<file path="config.mk">
export PLATFORM = sky130hd
export DESIGN_NAME = multicycle_controller
export DESIGN_NICKNAME = d
export VERILOG_FILES = /design/src/rtl/multicycle_controller.sv
export SDC_FILE = /design/constraint.sdc
export NUM_CORES = 1
export LEC_CHECK = 0
export CAP_MARGIN = 20
export CORE_AREA = 2 2 52 54
export CTS_BUF_LIST = sky130_fd_sc_hd__clkbuf_2 sky130_fd_sc_hd__clkbuf_4 sky130_fd_sc_hd__clkbuf_8
export CTS_CLUSTER_SIZE = 10
export DETAILED_ROUTE_END_ITERATION = 8
export DIE_AREA = 0 0 54 56
export HOLD_SLACK_MARGIN = 0.03
export PLACE_DENSITY = 0.74
export SLEW_MARGIN = 0
export SYNTH_ARGS = -nofsm -noshare
export SYNTH_HDL_FRONTEND = slang
export SYNTH_SLANG_ARGS = --single-unit
</file>
<file path="constraint.sdc">
create_clock -name clk -period 2.5 [get_ports clk]
set_clock_uncertainty 0.1 [all_clocks]
set_input_delay 0.375 -clock clk [delete_from_list [all_inputs] [get_ports clk]]
set_output_delay 0.375 -clock clk [all_outputs]
set_load 0.005 [all_outputs]
</file>
<file path="src/rtl/multicycle_controller.sv">
// Main control FSM for the multicycle RV32I core. Sequences each instruction
// through fetch/decode/execute/memory/writeback over a shared memory port,
// stalls on mem_ready, resolves BEQ/BNE and traps on illegal encodings or
// memory wait timeouts. Control outputs are decoded from the current state.
module multicycle_controller #(
    parameter int unsigned WAIT_TIMEOUT = 16,
    parameter int unsigned CNT_W        = $clog2(WAIT_TIMEOUT + 1)
) (
    input  logic       clk,
    input  logic       rst_n,
    input  logic [6:0] opcode,
    input  logic [2:0] funct3,
    input  logic       zero,
    input  logic       mem_ready,
    output logic       pc_write,
    output logic       ir_write,
    output logic       adr_src,
    output logic       mem_read,
    output logic       mem_write,
    output logic       reg_write,
    output logic [1:0] result_src,
    output logic [1:0] alu_src_a,
    output logic [1:0] alu_src_b,
    output logic [1:0] alu_op,
    output logic       illegal,
    output logic       mem_timeout,
    output logic [3:0] state_o
);

    // A disabled timeout still needs a 1-bit counter to stay well-formed.
    localparam int unsigned CW = (CNT_W < 1) ? 1 : CNT_W;
    localparam logic [CW-1:0] CNT_MAX  = {CW{1'b1}};
    localparam logic [CW-1:0] CNT_LAST = CW'((WAIT_TIMEOUT > 0) ? (WAIT_TIMEOUT - 1) : 0);

    localparam logic [6:0] OP_LOAD   = 7'b0000011;
    localparam logic [6:0] OP_STORE  = 7'b0100011;
    localparam logic [6:0] OP_RTYPE  = 7'b0110011;
    localparam logic [6:0] OP_ITYPE  = 7'b0010011;
    localparam logic [6:0] OP_JAL    = 7'b1101111;
    localparam logic [6:0] OP_BRANCH = 7'b1100011;

    localparam logic [2:0] F3_BEQ = 3'b000;
    localparam logic [2:0] F3_BNE = 3'b001;

    localparam logic [1:0] RES_ALUOUT = 2'b00;
    localparam logic [1:0] RES_MEM    = 2'b01;
    localparam logic [1:0] RES_ALU    = 2'b10;

    localparam logic [1:0] SRCA_PC    = 2'b00;
    localparam logic [1:0] SRCA_OLDPC = 2'b01;
    localparam logic [1:0] SRCA_RS1   = 2'b10;

    localparam logic [1:0] SRCB_RS2   = 2'b00;
    localparam logic [1:0] SRCB_IMM   = 2'b01;
    localparam logic [1:0] SRCB_FOUR  = 2'b10;

    localparam logic [1:0] ALU_ADD    = 2'b00;
    localparam logic [1:0] ALU_SUB    = 2'b01;
    localparam logic [1:0] ALU_FUNCT  = 2'b10;

    typedef enum logic [3:0] {
        S_RST      = 4'd0,
        S_FETCH    = 4'd1,
        S_DECODE   = 4'd2,
        S_MEMADR   = 4'd3,
        S_MEMREAD  = 4'd4,
        S_MEMWB    = 4'd5,
        S_MEMWRITE = 4'd6,
        S_EXECR    = 4'd7,
        S_EXECI    = 4'd8,
        S_ALUWB    = 4'd9,
        S_JAL      = 4'd10,
        S_BRANCH   = 4'd11,
        S_TRAP     = 4'd15
    } state_e;

    state_e        state_q, state_d;
    logic [CW-1:0] cnt_q, cnt_d;
    logic          illegal_q, illegal_d;
    logic          mem_timeout_q, mem_timeout_d;
    logic          waiting_c;
    logic          wait_expired_c;

    // Last permitted not-ready cycle of a memory wait.
    assign wait_expired_c = (WAIT_TIMEOUT != 0) && (cnt_q == CNT_LAST);

    // Next-state and control decode from the current state.
    always_comb begin
        state_d       = state_q;
        illegal_d     = illegal_q;
        mem_timeout_d = mem_timeout_q;
        waiting_c     = 1'b0;
        pc_write      = 1'b0;
        ir_write      = 1'b0;
        adr_src       = 1'b0;
        mem_read      = 1'b0;
        mem_write     = 1'b0;
        reg_write     = 1'b0;
        result_src    = RES_ALUOUT;
        alu_src_a     = SRCA_PC;
        alu_src_b     = SRCB_RS2;
        alu_op        = ALU_ADD;

        unique case (state_q)
            S_RST: begin
                state_d = S_FETCH;
            end
            S_FETCH: begin
                waiting_c = 1'b1;
                adr_src   = 1'b0;
                mem_read  = 1'b1;
                if (mem_ready) begin
                    ir_write   = 1'b1;
                    pc_write   = 1'b1;
                    alu_src_a  = SRCA_PC;
                    alu_src_b  = SRCB_FOUR;
                    alu_op     = ALU_ADD;
                    result_src = RES_ALU;
                    state_d    = S_DECODE;
                end else if (wait_expired_c) begin
                    state_d       = S_TRAP;
                    mem_timeout_d = 1'b1;
                end
            end
            S_DECODE: begin
                // Branch target is computed here into ALUOut.
                alu_src_a = SRCA_OLDPC;
                alu_src_b = SRCB_IMM;
                alu_op    = ALU_ADD;
                unique case (opcode)
                    OP_LOAD, OP_STORE: state_d = S_MEMADR;
                    OP_RTYPE:          state_d = S_EXECR;
                    OP_ITYPE:          state_d = S_EXECI;
                    OP_JAL:            state_d = S_JAL;
                    OP_BRANCH: begin
                        if ((funct3 == F3_BEQ) || (funct3 == F3_BNE)) begin
                            state_d = S_BRANCH;
                        end else begin
                            state_d   = S_TRAP;
                            illegal_d = 1'b1;
                        end
                    end
                    default: begin
                        state_d   = S_TRAP;
                        illegal_d = 1'b1;
                    end
                endcase
            end
            S_MEMADR: begin
                alu_src_a = SRCA_RS1;
                alu_src_b = SRCB_IMM;
                alu_op    = ALU_ADD;
                state_d   = opcode[5] ? S_MEMWRITE : S_MEMREAD;
            end
            S_MEMREAD: begin
                waiting_c = 1'b1;
                adr_src   = 1'b1;
                mem_read  = 1'b1;
                if (mem_ready) begin
                    state_d = S_MEMWB;
                end else if (wait_expired_c) begin
                    state_d       = S_TRAP;
                    mem_timeout_d = 1'b1;
                end
            end
            S_MEMWB: begin
                result_src = RES_MEM;
                reg_write  = 1'b1;
                state_d    = S_FETCH;
            end
            S_MEMWRITE: begin
                waiting_c = 1'b1;
                adr_src   = 1'b1;
                mem_write = 1'b1;
                if (mem_ready) begin
                    state_d = S_FETCH;
                end else if (wait_expired_c) begin
                    state_d       = S_TRAP;
                    mem_timeout_d = 1'b1;
                end
            end
            S_EXECR: begin
                alu_src_a = SRCA_RS1;
                alu_src_b = SRCB_RS2;
                alu_op    = ALU_FUNCT;
                state_d   = S_ALUWB;
            end
            S_EXECI: begin
                alu_src_a = SRCA_RS1;
                alu_src_b = SRCB_IMM;
                alu_op    = ALU_FUNCT;
                state_d   = S_ALUWB;
            end
            S_ALUWB: begin
                result_src = RES_ALUOUT;
                reg_write  = 1'b1;
                state_d    = S_FETCH;
            end
            S_JAL: begin
                // PC takes the jump target from ALUOut; ALUWB then writes oldPC+4.
                alu_src_a  = SRCA_OLDPC;
                alu_src_b  = SRCB_FOUR;
                alu_op     = ALU_ADD;
                result_src = RES_ALUOUT;
                pc_write   = 1'b1;
                state_d    = S_ALUWB;
            end
            S_BRANCH: begin
                alu_src_a  = SRCA_RS1;
                alu_src_b  = SRCB_RS2;
                alu_op     = ALU_SUB;
                result_src = RES_ALUOUT;
                pc_write   = (funct3 == F3_BEQ) ? zero : ~zero;
                state_d    = S_FETCH;
            end
            S_TRAP: begin
                state_d = S_TRAP;
            end
            default: begin
                state_d = S_TRAP;
            end
        endcase
    end

    // Consecutive not-ready counter for the memory waiting states.
    always_comb begin
        cnt_d = cnt_q;
        if ((state_d != state_q) || mem_ready) begin
            cnt_d = '0;
        end else if (waiting_c && (cnt_q != CNT_MAX)) begin
            cnt_d = cnt_q + CW'(1);
        end
    end

    // State, counter and sticky trap flags.
    always_ff @(posedge clk or negedge rst_n) begin
        if (!rst_n) begin
            state_q       <= S_RST;
            cnt_q         <= '0;
            illegal_q     <= 1'b0;
            mem_timeout_q <= 1'b0;
        end else begin
            state_q       <= state_d;
            cnt_q         <= cnt_d;
            illegal_q     <= illegal_d;
            mem_timeout_q <= mem_timeout_d;
        end
    end

    assign illegal     = illegal_q;
    assign mem_timeout = mem_timeout_q;
    assign state_o     = 4'(state_q);

endmodule

</file>
==> results_dict.tcl, run 1 <==
set metrics [dict create \
    cts_made_buffers 3 \
    max_cap_viol_count 0 \
    required_ns 2.57 \
    cts_sinks 11 \
    drc 0 \
    async_reset_ff_frac 1.00 \
    cts_max_level 1 \
    worstMarginPinSlew_ns 0.492 \
    ys_ff_latch 11 \
    ys_types 47 \
    clock_path_buffers 2 \
    routed_via_density 5.56 \
    clk_root_buffer_cell "clkbuf_4" \
    fmax_ghz 0.416 \
    fin_setup_tns_ns 0 \
    num_vias 1118 \
    cts_tree "yes" \
    hold_violations 0 \
    drive_gt1_frac 0.175 \
    cp_common_cell "ha_1" \
    final_antenna_net_count 0 \
    synth.cell_area_mm2 0.00106 \
    post_cts.repair.setup_buffers 0 \
    drt_iter0_drc 43 \
    drt-wirelength-per-cell_um 13.9 \
    synth_top_cell_by_area "dfrtp_1" \
    antenna_found_initial 0 \
    reg2regPathDepth 9 \
    core_mm2 0.00243 \
    hold_class "in -> async" \
    num_io_pins 34 \
    rr_endpoint "cnt_q[4]" \
    syn_inst 131 \
    synth_nets 148 \
    yosys-top-cells-count "nor2_1, dfrtp_1, a21oi_1" \
    grt_pass1_wl_mm 4.38 \
    cp_slowest_cell "nor4bb_2" \
    yosysSeqAreaShare 0.259 \
    setup_violations 0 \
    final_nets 189 \
    wirelength_mm 2.79 \
    synthFlopType "dfrtp_1" \
    synth-edff-count 0 \
    n_antenna_cell 0 \
    p_leak_nw 0.644 \
    crit_fanout 7 \
    min_period_over_period 0.960 \
    die_area_mm2 0.00302 \
    grt_max_degree 17 \
    synthTopCellsByArea "dfrtp_1, nor2_1, nand2b_1" \
    peakVddDrop_v 0.000802 \
    ctsHoldBuffers 0 \
    clkSlewWorstSetupHoldPaths_ns 0.07 \
    min_period_ns 2.40 \
    first_pass_iters 4 \
    critPathKind "reg -> reg" \
    dieHeight_um 56 \
    status "finished clean" \
    die_w_um 54 \
    yosysTopAreaCellShare 0.259 \
    num_rows 18 \
    maxSlewHeadroom 0.671 \
    end_kind "register" \
    maxSlewViolCount 0 \
    reg2reg_from "cnt_q[0]" \
    power_density_mw_per_mm2 897 \
    r2r_slack_ns 0.1 \
    worstSkewPairLatency_ns 0.27 \
    start_util 0.438 \
    avgSynthCellArea_um2 8.13 \
    crit_path_cell_trace "ha_1 -> and3_1 -> ha_1 -> nor4bb_2 -> o22ai_1 -> a21oi_1 -> nor4b_2 -> buf_4 -> and2_1" \
    dp_hpwl_mm 2.05 \
    syn2layout_area_growth_pct 44.1 \
    grt_pass1_vias 951 \
    portBuffers 33 \
    crit_path_start_kind "register" \
    cp.arrival_ns 2.47 \
    grt_usage 0.188 \
    crit_path_max_incr_delay_ns 0.41 \
    power_mw 1.38 \
    gp_congestion 0.755 \
    synth.most_common_cell "nor2_1" \
    grt-ovfl-total 0 \
    yosysWarningCount 0 \
    startpoint "cnt_q[0]" \
]
-- routing by layer --
metal / wire length, um / track usage / part of all wire / vias up
met5: 0 / 0 / 0 / -
met2: 1300 / 0.275 / 0.47 / 49
met3: 176 / 0.0188 / 0.063 / 2
li1: - / - / - / 554
met1: 1300 / 0.287 / 0.47 / 513
met4: 8 / 0.0536 / 0.0029 / 0
-- cell type report --
cell class | count | area (um^2)
Clock buffer | 3 | 22.5
Clock inverter | 1 | 5.00
Fill cell | 221 | 898
Inverter | 5 | 18.8
Multi-Input combinational cell | 105 | 741
Sequential cell | 11 | 279
Tap cell | 30 | 37.5
Timing Repair Buffer | 46 | 430
-- per-stage QoR --
stage / cells / area (um^2) / hold slack, ns / worst slack (ns) / utilization
floorplan: 131 / 1060 / -0.0206 / 0.417 / -
global placement: 197 / 1480 / 0.350 / 0.0682 / 0.608
detailed placement: 197 / 1480 / 0.359 / 0.0830 / 0.608
CTS: 201 / 1510 / 0.340 / 0.0396 / 0.619
global route: 201 / 1530 / 0.361 / -0.0287 / 0.631
finish: 201 / 1530 / 0.330 / 0.0988 / 0.631
-- worst max-delay path by stage --
stage | depth (start not counted) | slack, ns | endpoint
after CTS | 6 | 0.04 | pc_write
final | 9 | 0.1 | cnt_q[4]
after global placement | 8 | 0.07 | cnt_q[1]
after detailed placement | 9 | 0.08 | cnt_q[4]
after floorplan | 8 | 0.42 | cnt_q[1]
after global routing | 9 | -0.03 | cnt_q[3]
-- worst max-delay path: cells and delay by family (launching register included) --
| kind | cells | cell delay (ns) |
|---|---|---|
| fa+ha+maj | 2 | 0.47 |
| flops | 1 | 0.39 |
| simple gates | 4 | 0.82 |
| buf+inv | 1 | 0.15 |
| compound gates | 2 | 0.37 |
-- power breakdown --
part	leakage, nW	internal (mW)	total, mW	switching, mW
sequential	0.138	0.220	0.318	0.0976
clock	0.0177	0.0593	0.125	0.0653
combinational	0.488	0.524	0.934	0.410
total	0.644	0.803	1.38	0.573
-- logic make-up after synthesis --
group                    synth area share
adder cells (fa/ha/maj)            0.0353
buffers and inverters              0.0670
AO/OA/AOI/OAI                       0.227
XOR/XNOR                           0.0411
multiplexers                       0.0329
flip-flops                          0.259
AND/OR/NAND/NOR                     0.338
-- state kept, by name, indices dropped and copies added, names as in the netlist --
name,cells
cnt_q,5
illegal,1
state_o,4
mem_timeout,1
-- placed cells by master, fill, tap and decap left out, types with 4 or more instances in the layout --
| cell type | n |
|---|---|
| nor2_1 | 12 |
| o21ai_0 | 5 |
| nor3b_1 | 4 |
| a21oi_1 | 8 |
| nand2b_1 | 6 |
| and2_1 | 6 |
| nand3_1 | 5 |
| dfrtp_1 | 8 |
| clkdlybuf4s50_1 | 32 |
| nand2_1 | 5 |
| inv_1 | 5 |
| nor3_1 | 5 |
| buf_4 | 13 |
-- repair_timing --
action | CTS | global route
setup endpoints to repair | 0 | 9
hold endpoints to repair | 0 | 0
gates resized for setup | 0 | 9
Note: power is estimated with default switching activity, not from simulation.
==> run 2, diff against run 1 <==
--- a/config.mk
+++ b/config.mk
@@ -6,13 +6,14 @@
 export NUM_CORES = 1
 export LEC_CHECK = 0
 export CAP_MARGIN = 20
-export CORE_AREA = 2 2 52 54
+export CORE_AREA = 2 2 43 65
 export CTS_BUF_LIST = sky130_fd_sc_hd__clkbuf_2 sky130_fd_sc_hd__clkbuf_4 sky130_fd_sc_hd__clkbuf_8
 export CTS_CLUSTER_SIZE = 10
 export DETAILED_ROUTE_END_ITERATION = 8
-export DIE_AREA = 0 0 54 56
+export DIE_AREA = 0 0 45 67
+export DONT_BUFFER_PORTS = 1
 export HOLD_SLACK_MARGIN = 0.03
-export PLACE_DENSITY = 0.74
+export PLACE_DENSITY = 0.56
 export SLEW_MARGIN = 0
 export SYNTH_ARGS = -nofsm -noshare
 export SYNTH_HDL_FRONTEND = slang
==> run 2 against run 1 <==
Effect of this change:
- utilization is 17 points lower
- clock-buffer cell count rose by 1
- worst setup slack better by 0.081 ns
- critical path type unchanged
==> results_dict.tcl, run 2 (synthesis gave the netlist of run 1 again) <==
set metrics [dict create \
    rr_endpoint "cnt_q[4]" \
    fin_util 0.463 \
    first_pass_iters 6 \
    switching_share 0.472 \
    holdPathEnd "state_o[0]" \
    cts_tree "yes" \
    p_switching_mw 0.497 \
    min_period_ns 2.32 \
    grt_pass1_wl_mm 4.14 \
    start_util 0.440 \
    critPathKind "reg -> reg" \
    cp.arrival_ns 2.36 \
    peakVddDrop_v 0.000430 \
    min_period_over_period 0.928 \
    maxSlewViolCount 0 \
    path_buf_inv 0 \
    num_vias 940 \
    hold_violations 0 \
    multi_input_area_um2 727 \
    antenna_found_initial 0 \
    die_w_um 45 \
    power_density_mw_per_mm2 939 \
    routed_via_density 6.10 \
    crit_path_max_incr_delay_ns 0.41 \
    largest_register_ffs 5 \
    r2r_slack_ns 0.18 \
    hold_start "mem_ready" \
    rsz0062_at_grt "no" \
    final_nets 148 \
    drt_iter0_drc 14 \
    cp_slowest_cell "nor4bb_1" \
    reg2reg_from "cnt_q[0]" \
    max_cap_viol_count 0 \
    cts_made_buffers 3 \
    status "finished clean" \
    grt_max_degree 17 \
    comb_power_share 0.582 \
    drc 0 \
    core_mm2 0.00242 \
    hold_class "in -> reg" \
    p_clk_frac 0.116 \
    crit_path_cell_trace "ha_1 -> and3_1 -> ha_1 -> nor4bb_1 -> o22ai_1 -> a21oi_1 -> nor4b_4 -> and2_1" \
    wirelength_mm 2.50 \
    die_area_mm2 0.00302 \
    regMostFlops "cnt_q" \
    num_rows 22 \
    startpoint "cnt_q[0]" \
    cpLargestDelayFamily "simple AND/OR/NAND/NOR gates" \
    gp_congestion 0.741 \
    seq_area_um2 275 \
    portBuffers 0 \
    cp_common_cell "ha_1" \
    grt-ovfl-total 0 \
    p_leak_nw 0.475 \
    num_io_pins 34 \
    fmax_ghz 0.431 \
    n_antenna_cell 0 \
    clock_path_buffers 2 \
    crit_path_start_kind "register" \
    holdPathStages 2 \
    final_common_cell "nor2_1" \
    final_antenna_net_count 0 \
    grt_pass1_vias 952 \
    syn2layout_area_growth_pct 5.29 \
    worstSkewPairLatency_ns 0.25 \
    dieHeight_um 67 \
    power.internal_mw 0.556 \
    clk_root_buffer_cell "clkbuf_4" \
    drive_gt1_frac 0.108 \
    fin_setup_tns_ns 0 \
    drt-wirelength-per-cell_um 16.2 \
    end_kind "register" \
    seqPwrFrac 0.302 \
    maxSlewHeadroom 0.587 \
    cts_max_level 1 \
    final_cell_mix "nor2_1, dfrtp_1, a21oi_1" \
    required_ns 2.54 \
    setup_violations 0 \
    worstMarginPinSlew_ns 0.612 \
    crit_fanout 7 \
    clkSlewWorstSetupHoldPaths_ns 0.06 \
    reg2regPathDepth 8 \
    cts_sinks 11 \
    dp_hpwl_mm 2.05 \
    n_fill_cell 264 \
    grt_usage 0.184 \
]
==> run 2: cell types whose count changed in the layout (fill, tap and decap cells not counted), moves of 3 or more <==
| cell | previous run | this run |
|---|---|---|
| clkdlybuf4s50_1 | 32 | 0 |
| buf_4 | 13 | 4 |
| dfrtp_1 | 8 | 11 |
| dfrtp_2 | 3 | 0 |
==> run 2: how the worst max path moves through the flow <==
| stage | slack, ns | to | cells past startpoint |
|---|---|---|---|
| 3_3_place_gp | 0.21 | cnt_q[1] | 8 |
| 5_1_grt | 0.03 | cnt_q[4] | 8 |
| 6_report | 0.18 | cnt_q[4] | 8 |
| 2_1_floorplan | 0.42 | cnt_q[1] | 8 |
| 3_5_place_dp | 0.16 | cnt_q[1] | 8 |
| 4_1_cts | 0.14 | cnt_q[1] | 8 |
==> run 2: layout make-up <==
cell class	count	area share
Sequential cell	11	0.246
Multi-Input combinational cell	105	0.648
Tap cell	24	0.0268
Timing Repair Buffer	5	0.0357
Clock buffer	4	0.0268
Inverter	5	0.0167
==> run 2: power groups by stage <==
stage | clock, mW | combinational (mW) | sequential [mW]
after global placement | 0 | 0.595 | 0.320
after floorplan | 0 | 0.554 | 0.249
after global routing | 0.142 | 0.686 | 0.330
after detailed placement | 0 | 0.597 | 0.321
final | 0.122 | 0.613 | 0.318
after CTS | 0.128 | 0.605 | 0.316
==> run 2: metrics by stage <==
stage	instances	worst slack [ns]	instance area (um^2)	hold WS, ns	power, mW
3_5_place_dp	149	0.158	1070	-0.0203	0.917
6_report	154	0.180	1120	0.237	1.05
2_1_floorplan	131	0.417	1060	-0.0206	0.803
5_1_grt	154	0.0331	1120	0.221	1.16
3_3_place_gp	149	0.211	1070	-0.0203	0.915
4_1_cts	154	0.139	1110	0.235	1.05
==> run 2: per-layer routing <==
layer	wire length, um	global-route usage	vias to the layer above
met5	0	0	-
met4	19	0.0441	0
met3	168	0.0325	2
met2	1350	0.341	32
met1	954	0.208	432
li1	-	-	474
==> run 2: worst register-to-register path, delay by kind of cell, from the launching register on <==
kind	cells	cell delay, ns
DFF	1	0.39
AOI/OAI and AO/OA	2	0.42
adders and majority gates	2	0.46
and+or+nand+nor	4	0.85
==> run 2: repair_timing <==
item | CTS | global route
setup buffers | 0 | 0
hold buffers | 1 | 0
hold endpoints to repair | 11 | 0
setup endpoints to repair | 0 | 5
gates resized for setup | 0 | 1
